===== src/rtl/sar_logic_cs_param_if.sv =====
// Result port of the coarse/fine SAR controller: conversion result with
// valid/ready handshake plus status flags.
interface sar_logic_cs_param_if #(
  parameter int unsigned N = 10
) ();
  logic [N-1:0] dout;
  logic         dout_valid;
  logic         dout_ready;
  logic         eoc;
  logic         busy;
  logic         overrun;

  modport master (output dout, dout_valid, eoc, busy, overrun, input dout_ready);
  modport slave  (input dout, dout_valid, eoc, busy, overrun, output dout_ready);
endinterface


===== src/rtl/sar_logic_cs_param.sv =====
// Parametrised coarse/fine split-array SAR controller: K coarse decisions,
// data-share into the fine array, then N-K fine decisions.
module sar_logic_cs_param #(
  parameter int unsigned N = 10,
  parameter int unsigned K = 6
) (
  input  logic            clk,
  input  logic            rst_n,
  input  logic            cnvst,
  input  logic            cont,
  input  logic            cmp_out,
  input  logic            cmp_out_coarse,
  output logic            cmp_clk,
  output logic            cmp_clk_coarse,
  output logic            s_clk,
  output logic [2*N-1:0]  fine_btm,
  output logic [2*K-1:0]  coarse_btm,
  output logic            fine_switch_drain,
  output logic            coarse_switch_drain,
  output logic            s_clk_not,
  output logic [2*N-1:0]  fine_btm_not,
  output logic [2*K-1:0]  coarse_btm_not,
  output logic            fine_switch_drain_not,
  output logic            coarse_switch_drain_not,
  sar_logic_cs_param_if.master res
);

  localparam int unsigned NF = N - K;
  localparam logic [2*K-1:0] COARSE_INIT = {{K{1'b1}}, {K{1'b0}}};
  localparam logic [N-1:0]   FINE_LOW    = {{K{1'b0}}, {NF{1'b1}}};
  localparam logic [N-1:0]   MSB         = {1'b1, {(N-1){1'b0}}};

  typedef enum logic [3:0] {
    IDLE, DRAIN1, DRAIN2, CMPC, DECC, DS1, DS2, CMPF, DECF, DONE
  } state_t;

  state_t       state;
  logic [N-1:0] sar;
  logic [N-1:0] ptr;   // one-hot pointer to the bit under decision
  logic [K-1:0] cptr;
  logic [N-1:0] top;

  assign cptr = ptr[N-1 -: K];
  assign top  = {sar[N-1 -: K], {NF{1'b0}}};

  always_ff @(posedge clk) begin
    if (!rst_n) begin
      state               <= IDLE;
      s_clk               <= 1'b1;
      fine_switch_drain   <= 1'b1;
      coarse_switch_drain <= 1'b1;
      fine_btm            <= '0;
      coarse_btm          <= '0;
      cmp_clk             <= 1'b0;
      cmp_clk_coarse      <= 1'b0;
      sar                 <= '0;
      ptr                 <= '0;
      res.dout            <= '0;
      res.dout_valid      <= 1'b0;
      res.eoc             <= 1'b0;
      res.busy            <= 1'b0;
      res.overrun         <= 1'b0;
    end else begin
      res.eoc <= 1'b0;
      if (res.dout_valid && res.dout_ready) res.dout_valid <= 1'b0;

      case (state)
        IDLE: begin
          s_clk               <= ~(cnvst | cont);
          fine_switch_drain   <= 1'b1;
          coarse_switch_drain <= 1'b1;
          fine_btm            <= '0;
          coarse_btm          <= '0;
          sar                 <= MSB;
          ptr                 <= MSB;
          if (cnvst || cont) begin
            state    <= DRAIN1;
            res.busy <= 1'b1;
          end
        end
        DRAIN1: begin
          coarse_switch_drain <= 1'b0;
          state               <= DRAIN2;
        end
        DRAIN2: begin
          coarse_btm <= COARSE_INIT;
          state      <= CMPC;
        end
        CMPC: begin
          cmp_clk_coarse <= 1'b1;
          state          <= DECC;
        end
        DECC: begin
          cmp_clk_coarse <= 1'b0;
          coarse_btm <= cmp_out_coarse ? (coarse_btm | {{K{1'b0}}, cptr})
                                       : (coarse_btm & ~{cptr, {K{1'b0}}});
          sar   <= (cmp_out_coarse ? sar : (sar & ~ptr)) | (ptr >> 1);
          ptr   <= ptr >> 1;
          state <= ptr[NF] ? DS1 : CMPC;
        end
        DS1: begin
          fine_switch_drain <= 1'b0;
          state             <= DS2;
        end
        // Share coarse decisions; fine positive side starts fully set
        DS2: begin
          fine_btm <= {fine_btm[2*N-1:N] | top | FINE_LOW, fine_btm[N-1:0] | top};
          state    <= CMPF;
        end
        CMPF: begin
          cmp_clk <= 1'b1;
          state   <= DECF;
        end
        DECF: begin
          cmp_clk  <= 1'b0;
          fine_btm <= cmp_out ? (fine_btm | {{N{1'b0}}, ptr})
                              : (fine_btm & ~{ptr, {N{1'b0}}});
          sar   <= (cmp_out ? sar : (sar & ~ptr)) | (ptr >> 1);
          ptr   <= ptr >> 1;
          state <= ptr[0] ? DONE : CMPF;
        end
        // Load wins over a same-edge accept; overwrite of a pending result is flagged
        DONE: begin
          res.dout       <= sar;
          res.eoc        <= 1'b1;
          res.dout_valid <= 1'b1;
          if (res.dout_valid && !res.dout_ready) res.overrun <= 1'b1;
          s_clk               <= 1'b1;
          fine_switch_drain   <= 1'b1;
          coarse_switch_drain <= 1'b1;
          fine_btm            <= '0;
          coarse_btm          <= '0;
          cmp_clk             <= 1'b0;
          cmp_clk_coarse      <= 1'b0;
          res.busy            <= 1'b0;
          state               <= IDLE;
        end
        default: begin
          res.busy <= 1'b0;
          state    <= IDLE;
        end
      endcase
    end
  end

  assign s_clk_not               = ~s_clk;
  assign fine_btm_not            = ~fine_btm;
  assign coarse_btm_not          = ~coarse_btm;
  assign fine_switch_drain_not   = ~fine_switch_drain;
  assign coarse_switch_drain_not = ~coarse_switch_drain;

endmodule


===== src/flat_wrapper.sv =====
// flat-port wrapper written by rule: the top's interface ports become plain ports
module sar_logic_cs_param_flat 
#(
  parameter int unsigned N = 10,
  parameter int unsigned K = 6
)
  (clk, rst_n, cnvst, cont, cmp_out, cmp_out_coarse, cmp_clk, cmp_clk_coarse, s_clk, fine_btm, coarse_btm, fine_switch_drain, coarse_switch_drain, s_clk_not, fine_btm_not, coarse_btm_not, fine_switch_drain_not, coarse_switch_drain_not, res_dout, res_dout_valid, res_eoc, res_busy, res_overrun, res_dout_ready);
  sar_logic_cs_param_if #(.N(N)) res_i ();
  input  logic clk;
  input  logic rst_n;
  input  logic cnvst;
  input  logic cont;
  input  logic cmp_out;
  input  logic cmp_out_coarse;
  output logic cmp_clk;
  output logic cmp_clk_coarse;
  output logic s_clk;
  output logic [2*N-1:0] fine_btm;
  output logic [2*K-1:0] coarse_btm;
  output logic fine_switch_drain;
  output logic coarse_switch_drain;
  output logic s_clk_not;
  output logic [2*N-1:0] fine_btm_not;
  output logic [2*K-1:0] coarse_btm_not;
  output logic fine_switch_drain_not;
  output logic coarse_switch_drain_not;
  output wire logic [$bits(res_i.dout)-1:0] res_dout;
  output wire logic [$bits(res_i.dout_valid)-1:0] res_dout_valid;
  output wire logic [$bits(res_i.eoc)-1:0] res_eoc;
  output wire logic [$bits(res_i.busy)-1:0] res_busy;
  output wire logic [$bits(res_i.overrun)-1:0] res_overrun;
  input wire logic [$bits(res_i.dout_ready)-1:0] res_dout_ready;
  assign res_dout = res_i.dout;
  assign res_dout_valid = res_i.dout_valid;
  assign res_eoc = res_i.eoc;
  assign res_busy = res_i.busy;
  assign res_overrun = res_i.overrun;
  assign res_i.dout_ready = res_dout_ready;
  sar_logic_cs_param #(.N(N), .K(K)) u_core (.clk(clk), .rst_n(rst_n), .cnvst(cnvst), .cont(cont), .cmp_out(cmp_out), .cmp_out_coarse(cmp_out_coarse), .cmp_clk(cmp_clk), .cmp_clk_coarse(cmp_clk_coarse), .s_clk(s_clk), .fine_btm(fine_btm), .coarse_btm(coarse_btm), .fine_switch_drain(fine_switch_drain), .coarse_switch_drain(coarse_switch_drain), .s_clk_not(s_clk_not), .fine_btm_not(fine_btm_not), .coarse_btm_not(coarse_btm_not), .fine_switch_drain_not(fine_switch_drain_not), .coarse_switch_drain_not(coarse_switch_drain_not), .res(res_i));
endmodule

===== config.mk =====
export PLATFORM = sky130hd
export DESIGN_NAME = sar_logic_cs_param_flat
export DESIGN_NICKNAME = d
export VERILOG_FILES = /design/src/rtl/sar_logic_cs_param_if.sv /design/src/rtl/sar_logic_cs_param.sv /design/src/flat_wrapper.sv
export SDC_FILE = /design/constraint.sdc
export NUM_CORES = 1
export LEC_CHECK = 0
export ABC_AREA = 1
export ABC_CLOCK_PERIOD_IN_PS = 1500
export CAP_MARGIN = 20
export CORE_MARGIN = 4
export CORE_UTILIZATION = 35
export DETAILED_ROUTE_END_ITERATION = 12
export PLACE_DENSITY = 0.71
export SLEW_MARGIN = 20
export SYNTH_ARGS = -nofsm -noshare
export SYNTH_HDL_FRONTEND = slang
export SYNTH_SLANG_ARGS = --single-unit

===== constraint.sdc =====
create_clock -name clk -period 1.5 [get_ports clk]
set_input_delay 0.375 -clock clk [delete_from_list [all_inputs] [get_ports clk]]
set_output_delay 0.375 -clock clk [all_outputs]
set_load 0.01 [all_outputs]

* Word level (Yosys, flattened, before mapping)
Index checks and enable logic that the tools add are counted.
** Storage, ports and cells
- Input bits :: 7
- Register bits :: 75
- Output and inout bits :: 86
- Word-level logic and storage cells :: 89
** Operators by class
- Equality and inequality tests :: 10
- Reductions and logical operators :: 22
- Bitwise gates (word level) :: 20
- Multiplexer cells :: 22
** Operators with widths (count)
- $pmux 20 s3 :: 1
- $not 20->20 :: 2
- $pmux 12 s3 :: 1
- $pmux 4 s9 :: 1
- $pmux 10 s3 :: 1
- $not 12->12 :: 2
- $and 20x20->20 :: 1
- $mux 10 :: 2
- $mux 20 :: 1
- $or 10x10->10 :: 2
- $or 10x9->10 :: 2
- $or 20x10->20 :: 1
- $pmux 10 s2 :: 1
- $eq 4x3->1 const B :: 4
- $reduce_bool 2->1 :: 7
- $and 12x12->12 :: 1
- $mux 12 :: 1
- $or 12x6->12 :: 1
- $pmux 1 s2 :: 6
- $and 10x10->10 :: 1
- $not 10->10 :: 1
- $reduce_bool 3->1 :: 3
- $eq 4x2->1 const B :: 2
- $eq 4x4->1 const B :: 2
- other kinds (14) :: 27

* Depth between registers and ports, before layout
Gate-level depths: netlist of the first run.
- Word-level depth :: 5
- Depth in mapped cells :: 9
- Gate-level depth less buffers :: 9

* Worst setup path after synthesis of the first run
No wires, ideal clock.
- Kind :: input to register
- Start point :: in cmp_out_coarse
- End point :: reg u_core.coarse_btm[10]
- Buffers on the path :: 1
- Stages :: 8
- Data arrival time :: 1.255 ns
- Setup slack :: 0.133 ns
- Data required time :: 1.387 ns
- Path through :: buf_2 clkinv_1 nand2_4 inv_1 nor2_4 nand2_1 nand2_1 nor2_1
** On the way
- Word-level cells in the longest chain between the ends :: 2
** RTL lines
- from (decl) :: RTL line flat_wrapper.sv:14 : input logic cmp_out_coarse;
- $mux 12 :: RTL line sar_logic_cs_param.sv:95 : coarse_btm <= cmp_out_coarse ? (coarse_btm | {{K{1'b0}}, cptr})
- $pmux 12 s3 :: RTL line sar_logic_cs_param.sv:67 : case (state)
- to (signal assigned) :: RTL line sar_logic_cs_param.sv:95
- to (decl) :: RTL line sar_logic_cs_param.sv:17 : output logic [2*K-1:0] coarse_btm,
No other way between the ends.
A chain may end at the register's enable or synchronous reset.

* Worst setup path in the final report of the first run
- Start point :: reg u_core.fine_btm[18]
- End point :: out fine_btm_not[18]
** On the way
- Word-level cells in the longest chain between the ends :: 1
** RTL lines
- from (decl) :: RTL line sar_logic_cs_param.sv:16 : output logic [2*N-1:0] fine_btm,
- from (signal assigned) :: RTL line sar_logic_cs_param.sv:107 : fine_btm <= {fine_btm[2*N-1:N] | top | FINE_LOW, fine_btm[N-1:0] | top};
- from (signal assigned) :: RTL line sar_logic_cs_param.sv:116 : fine_btm <= cmp_out ? (fine_btm | {{N{1'b0}}, ptr})
- $not 20->20 :: RTL line sar_logic_cs_param.sv:147 : assign fine_btm_not = ~fine_btm;
- to (decl) :: RTL line flat_wrapper.sv:23 : output logic [2*N-1:0] fine_btm_not;
No other way between the ends.

==> results of run 1 <==
==> final cells by class <==
| cell class | instances | area (µm²) | area share |
|---|---|---|---|
| multi-input combinational | 375 | 1770 | 0.347 |
| clock inverter | 5 | 100 | 0.0196 |
| timing repair buffer | 128 | 1160 | 0.228 |
| inverter | 62 | 233 | 0.0457 |
| clock buffer | 11 | 141 | 0.0278 |
| tap | 133 | 166 | 0.0327 |
| sequential | 75 | 1520 | 0.299 |
==> power by group <==
group / internal [W] / leakage (nW) / switching, W / total (W)
registers: 0.00212 / 0.616 / 0.000115 / 0.00223
clock network: 0.00115 / 0.123 / 0.000758 / 0.00190
logic: 0.000528 / 1.63 / 0.000727 / 0.00125
==> path summary, 6_finish.rpt <==
| check | startpoint | endpoint | slack [ns] |
|---|---|---|---|
| hold reg to reg | u_core.res.busy$_SDFFE_PN0P_ | u_core.res.busy$_SDFFE_PN0P_ | 0.45 |
| setup reg to reg | u_core.state[1]$_SDFFE_PN0P_ | u_core.fine_btm[0]$_SDFFE_PN0P_ | 0.08 |
| setup / recovery | u_core.fine_btm[18]$_SDFFE_PN0P_ | fine_btm_not[18] | 0.03 |
| hold / removal | u_core.res.busy$_SDFFE_PN0P_ | u_core.res.busy$_SDFFE_PN0P_ | 0.45 |
==> worst max-delay path, stage by stage, from the launching register on <==
cell and delay [ns]:
dfxtp_1 0.39, inv_1 0.07, dlygate4sd2_1 0.28
==> kinds of logic (layout without fill, tap and decap cells) <==
| logic type | after synthesis | count (layout) |
|---|---|---|
| and+or+nand+nor | 297 | 298 |
| DFF | 75 | 75 |
| buffers and inverters | 81 | 206 |
| AOI/OAI and AO/OA | 77 | 77 |
==> sequential cells by signal, indices dropped and copies added (netlist names), 4 cells and up <==
name               flops
u_core.fine_btm       20
u_core.ptr            10
u_core.sar            10
u_core.coarse_btm     12
u_core.state           4
u_core.res.dout       10
==> routing by layer <==
layer | track usage | wire length, µm | up-vias
met5 | 0 | 0 | -
met4 | 0.0685 | 267 | 0
met3 | 0.0326 | 568 | 25
met2 | 0.335 | 5660 | 143
met1 | 0.244 | 4820 | 1858
li1 | - | - | 1912
==> cell usage after synthesis, types with 2 or more instances <==
library cell,number
nand2_1,136
nor2_1,85
dfxtp_1,75
inv_1,56
nand3_1,48
a21oi_1,32
o21ai_0,26
buf_2,8
nor2_4,8
clkbuf_1,6
o211ai_1,6
o22ai_1,6
nand2_4,5
inv_2,4
nand2_2,4
nor2_2,3
o21ai_1,3
or2_2,3
buf_1,2
buf_4,2
clkinv_1,2
nor3_1,2
==> through the flow <==
step / area, µm² / total power [W] / util / setup TNS (ns)
after global placement: 4850 / 0.00355 / 0.494 / -8.61
after global routing: 5090 / 0.00567 / 0.519 / -0.0543
after floorplan: 3560 / 0.00295 / - / 0
after CTS: 4990 / 0.00535 / 0.508 / 0
after detailed placement: 4850 / 0.00359 / 0.494 / -9.55
final: 5090 / 0.00539 / 0.519 / 0
==> timing repair <==
item,4_1_cts,5_1_grt
buffers inserted,0,3
cloned,0,1
hold endpoints to repair,0,0
pin swaps,0,3
endpoints found under the setup margin,111,40
resized for setup,93,26
==> out/results.md, run 1 <==
| Group | Item | This run |
|---|---|---|
| die | Total die area | 11800 µm² |
| yosys | Xor-xnor portion of the synthesized cell area | 0 |
| routing | Aggregate routed wire length | 11300 µm |
| setup path | CP endpoint kind | primary output |
| die | Placement row count | 36 |
| placed design | Worst slack at placement | -0.306 ns |
| die | Ports | 93 |
| placed design | Routability congestion estimate from global placement | 0.858 |
| cts | Clock buffer depth | 2 |
| placed design | Port Buffer Count | 92 |
| sta | Minimum hold slack | 0.454 ns |
| setup path | Path type of the worst setup path | reg2out |
| pwr | Power Density | 1060 nW/µm² |
| cts | Skew-Pair Late Insertion Delay | 0.36 ns |
| sta | Final-report setup violation count | 0 |
| routing | Pre-antenna DRT Iters | 6 |
| yosys | Share of cell area taken by muxes after synthesis | 0 |
| yosys | Leading register cell type out of synthesis | dfxtp_1 |
| yosys | Gate count after technology mapping | 530 |
| layout | Layout Cells excl Fill | 789 |
| yosys | Cell area after technology mapping | 3560 µm² |
| layout | Most used cells in the layout excluding fill and tap cells | nand2_1 (133), nor2_1 (84), dlygate4sd2_1 (84) |
| sta | Slew of the pin with the lowest slew margin | 0.341 ns |
| yosys | Ys async rst share | 0 |
| grt | Number of antenna violations at the first check in global routing | 0 |
| pwr | Largest vdd supply drop | 0.421 mV |
| layout | Area overhead of the layout relative to synthesis | 43.2% |
| yosys | Main combinational cell family by area after synthesis | simple AND/OR/NAND/NOR gates |
| cts | Clock sink count | 75 |
| cts | TritonCTS clock tree | built |
| yosys | Leading area contributor after synthesis | dfxtp_1 |
| routing | Post-detailed-route wirelength per cell | 14.3 µm |
| yosys | Seq/Total Area, Yosys | 0.422 |
| flow run | Max cap viols | 0 |
| sta | Max-Slew Margin vs Limit | 0.772 |
| setup path | Required time of the worst setup path | 1.12 ns |
| sta | RSZ-0062 raised after global routing | true |
| die | Core area | 9820 µm² |
| cts | Clock-pin transition on the worst setup and hold timing paths | 0.08 ns |
| grt | GR Overflow Total | 0 |
| yosys | #FFs+latches synth | 75 |
| cts | Num CTS Buffers | 9 |
| cts | Number of levels in the clock H-tree | 3 |
| layout | Most frequent standard cell in the layout excluding fill and tap cells | nand2_1 |
| yosys | Mean cell area of the mapped netlist | 6.71 µm² |
| yosys | Number of synthesized flops with an enable pin | 0 |
| grt | Global-route wire length before repair | 18100 µm |
| routing | Antenna Violating Nets Remaining | 0 |
| routing | Vias per cell | 4.99 |
| sta | Number of max-slew violations in the final report | 0 |
| sta | Maximum clock frequency | 679 MHz |
| sta | Post-route clock period utilization | 0.982 |
| yosys | Distinct cells, synth | 30 |
| sta | Setup ws final | 0.0271 ns |
| setup path | Maximum fanout along the worst path | 4 |
| setup path | Cells on worst reg2reg path | 7 |
| layout | Fill cell count | 1023 |
| die | Die height | 109 µm |
| setup path | Critical path startpoint category | flop |
| yosys | Post-synthesis share of cell area spent on full adders, half adders and majority gates | 0 |
| setup path | Arrival time of data at the critical path endpoint | 1.10 ns |
| grt | Vias in the first global route | 3649 |
| yosys | Synth Warn # | 0 |
| layout | NumNets Final | 658 |
| routing | Initial DRC count | 259 |
| die | Die X-Extent | 109 µm |
| status | Result of the run | finished, final reports clean |
| cts | Hold-fix buffers at CTS | 0 |
| worst hold path | Depth of the worst hold-timing path | 2 |
| pwr | Leakage power | 2.37 nW |
| sta | Final Critical Period | 1.47 ns |
| routing | Number of vias after detailed routing | 3938 |
| worst hold path | Type of the tightest min-delay check | reg2reg |
| die | Starting Density | 0.362 |
| layout | Share of cells above drive strength 1 | 0.155 |
| yosys | Top cells by area in the synthesized netlist | dfxtp_1 (42%), nand2_1 (14%), nor2_1 (9.0%) |
| yosys | Post-synthesis simple-gate area fraction | 0.368 |
| yosys | Proportion of netlist area held by the largest area contributor | 0.422 |
| layout | # diodes | 0 |
| sta | Final Skew | 0.0116 ns |
| routing | Post-route DRC violation count | 0 |
| grt | Total routing usage reported by global routing | 0.194 |
| placed design | HPWL reported at the end of detailed placement | 8460 µm |
| yosys | Net count after synthesis | 537 |
| grt | Largest net degree at the start of global routing | 19 |
| cts | Clock root cell | clkbuf_8 |
| yosys | Compound-cell area share of the yosys netlist | 0.117 |
| placed design | Placed instance count | 769 |
| sta | Final Hold Viols | 0 |
Power figures use the tool's default switching activity.
==> run 2, diff against run 1 <==
- SKIP_LAST_GASP: unset -> 1
==> run 2 against run 1 <==
Effect of this change:
- combinational power barely moved
- via count is 0.30% lower
- clock skew shrank 0.0011 ns
- worst hold slack about the same
- largest power group unchanged
- highest routed layer unchanged
- first-iteration DRC count is 3.1% lower
- sequential power about the same
- sequential share of layout area unchanged
- final cell count is the same
==> out/results.md, run 2 (same netlist as run 1, synthesis figures left out) <==
| Group | Item | This run | vs previous |
|---|---|---|---|
| die | Starting Density | 0.362 | unchanged |
| die | Die X-Extent | 109 µm | unchanged |
| pwr | Leakage power | 2.37 nW | unchanged |
| sta | Final Skew | 0.0105 ns | was 0.0116 ns |
| placed design | Routability congestion estimate from global placement | 0.858 | unchanged |
| die | Placement row count | 36 | unchanged |
| setup path | Arrival time of data at the critical path endpoint | 1.09 ns | was 1.10 ns |
| pwr | Largest vdd supply drop | 0.421 mV | about the same |
| cts | Clock-pin transition on the worst setup and hold timing paths | 0.08 ns | about the same |
| routing | Pre-antenna DRT Iters | 5 | was 6 |
| setup path | Required time of the worst setup path | 1.12 ns | about the same |
| routing | Post-route DRC violation count | 0 | unchanged |
| routing | Number of vias after detailed routing | 3926 | was 3938 |
| layout | Most used cells in the layout excluding fill and tap cells | nand2_1 (133), nor2_1 (84), dlygate4sd2_1 (84) | unchanged |
| die | Core area | 9820 µm² | unchanged |
| pwr | Power Density | 1060 nW/µm² | about the same |
| routing | Antenna Violating Nets Remaining | 0 | unchanged |
| layout | Largest regs | u_core.fine_btm x20, u_core.coarse_btm x12 | unchanged |
| cts | Hold-fix buffers at CTS | 0 | unchanged |
| sta | Final-report setup violation count | 0 | unchanged |
| grt | Met1 track demand over resource in global routing | 0.244 | unchanged |
| sta | Final Hold Viols | 0 | unchanged |
| worst hold path | Type of the tightest min-delay check | reg2reg | unchanged |
| layout | NumNets Final | 658 | unchanged |
| die | Total die area | 11800 µm² | unchanged |
| sta | Post-route clock period utilization | 0.980 | was 0.982 |
| status | Result of the run | finished, final reports clean | unchanged |
| layout | Number of flip-flops in the largest register | 20 | unchanged |
| layout | Area overhead of the layout relative to synthesis | 43.2% | unchanged |
| sta | RSZ-0062 raised after global routing | true | unchanged |
| die | Ports | 93 | unchanged |
| grt | Largest net degree at the start of global routing | 19 | unchanged |
| cts | Num CTS Buffers | 9 | unchanged |
| cts | Skew-Pair Late Insertion Delay | 0.35 ns | was 0.36 ns |
| layout | Share of cells above drive strength 1 | 0.155 | unchanged |
| grt | Global-route wire length before repair | 18100 µm | unchanged |
| sta | Max-Slew Margin vs Limit | 0.771 | was 0.772 |
| grt | Vias in the first global route | 3649 | unchanged |
| grt | Busiest metal layer after global routing | met2 | unchanged |
| die | Die height | 109 µm | unchanged |
| cts | Number of levels in the clock H-tree | 3 | unchanged |
| setup path | Path type of the worst setup path | reg2out | unchanged |
| routing | Aggregate routed wire length | 11300 µm | about the same |
| routing | Post-detailed-route wirelength per cell | 14.3 µm | about the same |
| cts | Clock root cell | clkbuf_8 | unchanged |
| sta | Slew of the pin with the lowest slew margin | 0.344 ns | was 0.341 ns |
| sta | Final Critical Period | 1.47 ns | about the same |
| setup path | CP endpoint kind | primary output | unchanged |
| placed design | Port Buffer Count | 92 | unchanged |
| sta | Maximum clock frequency | 680 MHz | was 679 MHz |
| placed design | HPWL reported at the end of detailed placement | 8460 µm | unchanged |
| sta | Number of max-slew violations in the final report | 0 | unchanged |
| grt | GR Overflow Total | 0 | unchanged |
| setup path | Maximum fanout along the worst path | 4 | unchanged |
| layout | Most flops, register | u_core.fine_btm | unchanged |
| grt | Met3 capacity usage during global routing | 0.0326 | unchanged |
| layout | Final core area utilization | 0.519 | unchanged |
| setup path | Critical path startpoint category | flop | unchanged |
| cts | Clock sink count | 75 | unchanged |
| cts | Clock buffer depth | 2 | unchanged |
| layout | # diodes | 0 | unchanged |
| routing | Vias per cell | 4.98 | was 4.99 |
| grt | Number of antenna violations at the first check in global routing | 0 | unchanged |
| routing | Initial DRC count | 251 | was 259 |
| grt | Met2 global-route usage | 0.335 | unchanged |
| grt | Total routing usage reported by global routing | 0.194 | unchanged |
| cts | TritonCTS clock tree | built | unchanged |
| sta | Minimum hold slack | 0.454 ns | about the same |
| flow run | Max cap viols | 0 | unchanged |
| layout | Most frequent standard cell in the layout excluding fill and tap cells | nand2_1 | unchanged |
run 2: cell counts in the layout (fill, tap and decap cells not counted):
Identical to the previous run, type by type.
run 2: final timing paths:
check	from	to	slack, ns	depth (start not counted)
setup / recovery	u_core.fine_btm[18]$_SDFFE_PN0P_	fine_btm_not[18]	0.03	2
setup reg to reg	u_core.state[1]$_SDFFE_PN0P_	u_core.fine_btm[0]$_SDFFE_PN0P_	0.08	7
hold reg to reg	u_core.res.busy$_SDFFE_PN0P_	u_core.res.busy$_SDFFE_PN0P_	0.45	2
hold / removal	u_core.res.busy$_SDFFE_PN0P_	u_core.res.busy$_SDFFE_PN0P_	0.45	2
run 2: final cells by class:
type,instances,area (µm²)
clock buffers,11,141
clock inverters,5,100
fillers,1023,4720
inverters,62,233
multi-input cells,375,1770
flip-flops and latches,75,1520
well taps,133,166
repair buffers,128,1160
run 2: critical path, stage by stage (launching register included):
cell           delay [ns]
dfxtp_1              0.39
inv_1                0.07
dlygate4sd2_1        0.28
run 2: layer usage:
metal | vias up | part of all wire | wire length, µm
met1 | 1851 | 0.42 | 4760
met2 | 141 | 0.50 | 5630
met3 | 21 | 0.057 | 643
li1 | 1913 | - | -
met5 | - | 0 | 0
met4 | 0 | 0.022 | 248
run 2: power breakdown:
group	switching (W)	total [W]	internal, W
registers	0.000116	0.00224	0.00212
clock network	0.000760	0.00191	0.00115
logic	0.000722	0.00125	0.000528
total	0.00160	0.00539	0.00379
run 2: through the flow:
stage          std cells  total power [W]  worst slack [ns]  TNS, ns  area [µm²]
4_1_cts              785          0.00535           -0.0154  -0.0255        4990
2_1_floorplan        530          0.00295             0.133        0        3560
5_1_grt              789          0.00567           -0.0214  -0.0543        5090
3_3_place_gp         769          0.00355            -0.303    -8.61        4850
6_report             789          0.00539            0.0305        0        5090
3_5_place_dp         769          0.00359            -0.306    -9.55        4850
run 2: what timing repair did:
action                     in CTS  in global routing
pin swaps                       0                  3
setup buffers                   0                  3
setup endpoints to repair     111                 57
resized for setup              92                 27
cloned                          0                  1
